**config.mk**
```make
export PLATFORM = sky130hd
export DESIGN_NAME = mod_updown_counter
export DESIGN_NICKNAME = d
export VERILOG_FILES = /design/src/rtl/mod_updown_counter.sv
export SDC_FILE = /design/constraint.sdc
export NUM_CORES = 1
export LEC_CHECK = 0
export ABC_AREA = 1
export CORE_MARGIN = 4
export CORE_UTILIZATION = 45
export CTS_CLUSTER_DIAMETER = 200
export CTS_CLUSTER_SIZE = 16
export DETAILED_ROUTE_END_ITERATION = 10
export HOLD_SLACK_MARGIN = 0.05
export PLACE_DENSITY = 0.77
export SLEW_MARGIN = 30
export SYNTH_ARGS = -nofsm -noshare
export SYNTH_HDL_FRONTEND = slang
export SYNTH_SLANG_ARGS = --single-unit
```
**constraint.sdc**
```tcl
create_clock -name clk -period 2.9 [get_ports clk]
set_input_delay 0.58 -clock clk [delete_from_list [all_inputs] [get_ports clk]]
set_output_delay 0.58 -clock clk [all_outputs]
set_load 0.005 [all_outputs]
```
**src/rtl/mod_updown_counter.sv**
```systemverilog
// Modulo up/down counter with a STOP/RUN gate on the count tick, manual adjust,
// synchronous clear/load and registered one-cycle carry/borrow wrap pulses.
module mod_updown_counter #(
    parameter int MODULO     = 60,
    parameter int BIT_WIDTH  = 7,
    parameter int INIT_VALUE = 0,
    parameter bit AUTO_RUN   = 1'b1
) (
    input  logic                 clk,
    input  logic                 rst,
    input  logic                 i_tick,
    input  logic                 i_down,
    input  logic                 i_start,
    input  logic                 i_stop,
    input  logic                 i_inc,
    input  logic                 i_dec,
    input  logic                 i_clear,
    input  logic                 i_load,
    input  logic [BIT_WIDTH-1:0] i_load_value,
    output logic [BIT_WIDTH-1:0] o_value,
    output logic                 o_carry,
    output logic                 o_borrow,
    output logic                 o_running
);

    localparam logic [BIT_WIDTH-1:0] MAX_VAL  = BIT_WIDTH'(MODULO - 1);
    localparam logic [BIT_WIDTH-1:0] INIT_VAL = BIT_WIDTH'(INIT_VALUE);

    typedef enum logic {
        ST_STOP = 1'b0,
        ST_RUN  = 1'b1
    } state_t;

    localparam state_t RESET_STATE = AUTO_RUN ? ST_RUN : ST_STOP;

    state_t                 state_q, state_d;
    logic [BIT_WIDTH-1:0]   value_q, value_d;
    logic                   carry_q, carry_d;
    logic                   borrow_q, borrow_d;
    logic                   tick_ok;

    // >= rather than == so an out-of-range value can never propagate past one step.
    function automatic logic [BIT_WIDTH-1:0] wrap_up(input logic [BIT_WIDTH-1:0] v);
        return (v >= MAX_VAL) ? '0 : v + 1'b1;
    endfunction

    function automatic logic [BIT_WIDTH-1:0] wrap_dn(input logic [BIT_WIDTH-1:0] v);
        return (v == '0 || v > MAX_VAL) ? MAX_VAL : v - 1'b1;
    endfunction

    function automatic logic [BIT_WIDTH-1:0] clamp_load(input logic [BIT_WIDTH-1:0] v);
        return (v > MAX_VAL) ? MAX_VAL : v;
    endfunction

    always_ff @(posedge clk or negedge rst) begin
        if (!rst) begin
            state_q  <= RESET_STATE;
            value_q  <= INIT_VAL;
            carry_q  <= 1'b0;
            borrow_q <= 1'b0;
        end else begin
            state_q  <= state_d;
            value_q  <= value_d;
            carry_q  <= carry_d;
            borrow_q <= borrow_d;
        end
    end

    // Simultaneous start and stop cancel out and leave the state alone.
    always_comb begin
        state_d = state_q;
        if (i_start && !i_stop) begin
            state_d = ST_RUN;
        end else if (i_stop && !i_start) begin
            state_d = ST_STOP;
        end
    end

    // Tick gating uses the current state, so a start in the same cycle does not enable it.
    assign tick_ok = i_tick && (state_q == ST_RUN);

    always_comb begin
        value_d  = value_q;
        carry_d  = 1'b0;
        borrow_d = 1'b0;
        if (i_clear) begin
            value_d = INIT_VAL;
        end else if (i_load) begin
            value_d = clamp_load(i_load_value);
        end else if (tick_ok) begin
            if (i_down) begin
                borrow_d = (value_q == '0);
                value_d  = wrap_dn(value_q);
            end else begin
                carry_d = (value_q >= MAX_VAL);
                value_d = wrap_up(value_q);
            end
        end else if (i_inc && !i_dec) begin
            value_d = wrap_up(value_q);
        end else if (i_dec && !i_inc) begin
            value_d = wrap_dn(value_q);
        end
    end

    assign o_value   = value_q;
    assign o_carry   = carry_q;
    assign o_borrow  = borrow_q;
    assign o_running = (state_q == ST_RUN);

endmodule

```
Word-level counts from Yosys, hierarchy flattened
Cells that the tools add are included.
{"block": "totals", "ff_bits": 10, "inputBits": 17, "output_inout_bits": 10, "word_cells": 41}
{"block": "op_classes", "n_addsub": 2, "order_cmp": 3, "n_mux": 19, "n_reduce_logical": 13}
{"operator": "$mux W7", "count": 9}
{"operator": "$gt A7 B6 Y1 const B", "count": 2}
{"operator": "$mux W1", "count": 10}
{"operator": "$add A7 B1 Y7 const B", "count": 1}
{"operator": "$ge A7 B6 Y1 const B", "count": 1}
{"operator": "$logic_not A7 Y1", "count": 1}
{"operator": "$sub A7 B1 Y7 const B", "count": 1}
{"operator": "$logic_and A1 B1 Y1", "count": 5}
{"operator": "$reduce_bool A5 Y1", "count": 1}
{"operator": "$logic_not A1 Y1", "count": 4}
{"operator": "$reduce_bool A2 Y1", "count": 1}
{"operator": "$logic_or A1 B1 Y1", "count": 1}

Depth between registers and ports, before layout
{"block": "depth", "depth_word": 8, "mapped_depth": 12, "ltp_nobuf": 11}

Worst setup path after synthesis
Ideal clock, no wire load.
{"block": "synth_path", "path_type": "input port to flip-flop", "start": "input port i_inc", "end": "register value_q[2] (netlist: o_value[2])", "setup_time_ps": 65, "arrival_ps": 1457, "path_slack_ps": 1378, "cell_stages": 10, "n_path_buf": 1, "cell_sequence": "inv_1 -> nand2_1 -> nand2_2 -> nor2_2 -> or2_1 -> buf_6 -> a21o_1 -> inv_1 -> nand2_1 -> nand2_1"}
{"block": "synth_between", "elab_chain_cells": 5}
{"element": "from (decl)", "line_no": "15", "rtl": "input logic i_inc,"}
{"element": "$logic_and A1 B1 Y1", "line_no": "98", "rtl": "end else if (i_inc && !i_dec) begin"}
{"element": "$mux W7", "line_no": "98"}
{"element": "$mux W7", "line_no": "90", "rtl": "end else if (tick_ok) begin"}
{"element": "$mux W7", "line_no": "88", "rtl": "end else if (i_load) begin"}
{"element": "$mux W7", "line_no": "86", "rtl": "if (i_clear) begin"}
{"element": "to (signal assigned)", "line_no": "63", "rtl": "value_q <= value_d;"}
{"element": "to (decl)", "line_no": "37", "rtl": "logic [BIT_WIDTH-1:0] value_q, value_d;"}
Several ways; a longest one is shown, not always the timed one.
A chain may end at the register's enable or synchronous reset.

Final worst setup path
{"block": "layout_path", "start": "register value_q[2] (netlist: o_value[2])", "end": "output port o_value[2]"}
{"element": "to (decl)", "line_no": "20", "rtl": "output logic [BIT_WIDTH-1:0] o_value,"}
No word-level cell between the ends.

==> results.md <==
* CP delay by family, top: buffers and inverters
* CTS Buf Count at 3
* Required time of the critical path at 2.32 ns
* Core footprint at 0.00194 mm2
* Syn-to-layout area delta at 31.4%
* Worst setup path class: reg -> out
* Initial antenna violation count at 0
* DRT Pass-1 Iters at 4
* Final wirelength at 2.27 mm
* Cell Area, Placed at 0.00117 mm2
* Top sig layer: met4
* Antenna-violating nets left at 0
* Die area at 0.00281 mm2
* # Post-CTS Setup Buffers at 0
* Clock sinks at 10
* Met2 wire len at 1.06 mm
* Synth cell types at 27
* WHS Path Cells at 2
* Post-DP HPWL at 1.87 mm
* Final TNS setup at 0 ns
* Row cnt at 16
* Placed insts at 187
* Number of synthesis warnings at 0
* Vias per inst at 4.96
* PwrDens at 394 mW/mm2
* Worst skew pair latency at 0.26 ns
* Ratio of cells with drive above 1 in the final layout at 12.8%
* Via count at 948
* Measured slew at the worst slew-check pin at 0.448 ns
* Largest net degree at the start of global routing at 11
* CTS tree: yes
* First-pass GRT wire length at 3.81 mm
* Total track usage at 18.4%
* Slew Limit Fails at 0
* Max Root-Sink Buffers at 2
* Buf+Inv Stages, Crit Path at 1
* Unrepaired setup endpoints after global routing: no
* Chip width at 53.1 um
* I/O pin count at 27
* Leak pwr at 0.594 nW
* Critical path, cell by cell: clkdlybuf4s50_1
* CP max-delay cell: clkdlybuf4s50_1
* Post-synthesis net count at 157
* DRC Markers at 0
* Worst slew margin relative to its limit at 70.0%
* Non-filler cells, final at 191
* Root buffer cell: clkbuf_4
* Final nets at 185
* Type of origin of the critical path: register
* Synthesized area at 913 um2
* Finish-stage setup viols at 0
* Sequential share of the synthesized area at 27.5%
* Final Critical Period at 1.96 ns
* Final period util at 67.4%
* Worst-path maximum fanout at 8
* Class of the worst hold path: reg -> reg
* Crit-path max cell delay at 0.57 ns
* Arr. time, crit path at 1.38 ns
* Synth Area per Inst at 6.67 um2
* Post-Synthesis Cells at 137
* Critical path depth in cells at 1
* Global route overflow at 0
* Outcome: complete, no violations
* Met1 WL at 1.10 mm
* Final Hold Fails at 0
* Post_cts resized at 0
* Maximum vdd drop at 255 uV
* Seq cells post-synth at 10
* Vias in the first global route at 841
* Cell area after layout at 0.00120 mm2
* Max-cap violations at 0
* H-Tree Depth at 1
* Met3 routed WL at 88 um
* Clk slew on worst S/H paths at 0.07 ns
* Post-CTS Hold Buffers at 0
* Hold Worst Slack at 0.580 ns
* Worst R2R Path Depth at 10
* Initial core utilization at 47.0%
* Final Wtd Congestion at 0.921
* CP Capture Type: output port
* Initial DRC count at 21
* Fmax at 511 MHz
* Die Ht at 53.1 um
* Ant diodes at 0
* Clock skew at 0.00840 ns
* Port bufs at 26
* Drt wl/cell at 11.9 um
-- layer usage --
metal  vias up  global-route usage, %
li1        490                      -
met5         -                      0
met4         0                   6.81
met1       432                   27.1
met3         4                   2.54
met2        22                   27.1
-- kinds of logic after synthesis --
| family | share of synthesized area, % |
|---|---|
| adder cells (fa/ha/maj) | 4.11 |
| multiplexers | 1.23 |
| AO/OA/AOI/OAI | 9.59 |
| XOR/XNOR | 4.79 |
| flip-flops | 27.5 |
| AND/OR/NAND/NOR | 40.8 |
| buffers and inverters | 11.9 |
-- area by class of cell --
cell class              instances  area [um2]
repair buffers                 26         260
inverters                      20        75.1
well taps                      27        33.8
fillers                       193         742
flip-flops and latches         10         251
clock buffers                   4        26.3
multi-input cells             104         553
-- where the power goes --
part / internal [mW] / switching, mW
sequential: 0.154 / 0.0268
combinational: 0.0944 / 0.101
clock: 0.0530 / 0.0440
total: 0.301 / 0.172
-- placed cells by master (no fill, tap or decap) --
cell type	Yosys	final
inv_2	4	4
clkinv_1	1	1
clkbuf_4	0	3
nand2_1	38	38
nand3_1	17	17
clkdlybuf4s50_1	0	26
ha_1	3	3
mux2_2	1	1
nand3b_1	1	1
o21ai_4	1	1
xnor2_1	1	1
a21o_1	1	1
xor2_1	4	4
nor2_2	4	4
nor3_1	2	2
nor2_4	1	1
clkbuf_1	0	1
nand2_2	5	5
inv_1	15	15
or2_1	1	1
o21ai_1	3	3
a31oi_1	1	1
dfrtp_1	9	9
dfstp_2	1	1
a21oi_1	5	5
nand4_1	2	2
o2111ai_1	1	1
nor2_1	11	11
o21ai_2	1	1
-- Yosys cell counts, drive strengths merged --
master,n,area share (%)
nand3,17,9.3
nand4,2,1.4
o21ai,5,4.4
or2,1,0.69
buf,3,3.7
dfstp,1,2.9
a31oi,1,0.69
a21o,1,0.82
nor2,16,8.5
o2111ai,1,0.96
dfrtp,9,25
inv,19,7.8
mux2,1,1.2
nand3b,1,0.82
nor3,2,1.1
a21oi,5,2.7
xor2,4,3.8
clkinv,1,0.41
ha,3,4.1
nand2,43,19
xnor2,1,0.96
-- state kept, by name, indices dropped and copies added, names as in the netlist --
register / cells
o_borrow: 1
o_carry: 1
o_running: 1
o_value: 7
-- metrics by stage --
step / total power [mW] / util (%) / worst slack (ns)
finish: 0.473 / 61.8 / 0.945
global route: 0.512 / 61.8 / 0.876
CTS: 0.477 / 61.8 / 0.946
detailed placement: 0.376 / 60.4 / 0.742
global placement: 0.372 / 60.4 / 0.794
floorplan: 0.304 / - / 1.38
-- path summary, 6_finish.rpt --
path / to / start / slack (ns)
max in group asynchronous: o_running / rst / 1.93
min: o_value[5] / o_value[5] / 0.58
min in group asynchronous: o_value[1] / rst / 0.63
max reg2reg: o_value[5] / o_value[0] / 1.16
min reg2reg: o_value[5] / o_value[5] / 0.58
max: o_value[2] / o_value[2] / 0.94
Power figures use the tool's default switching activity.
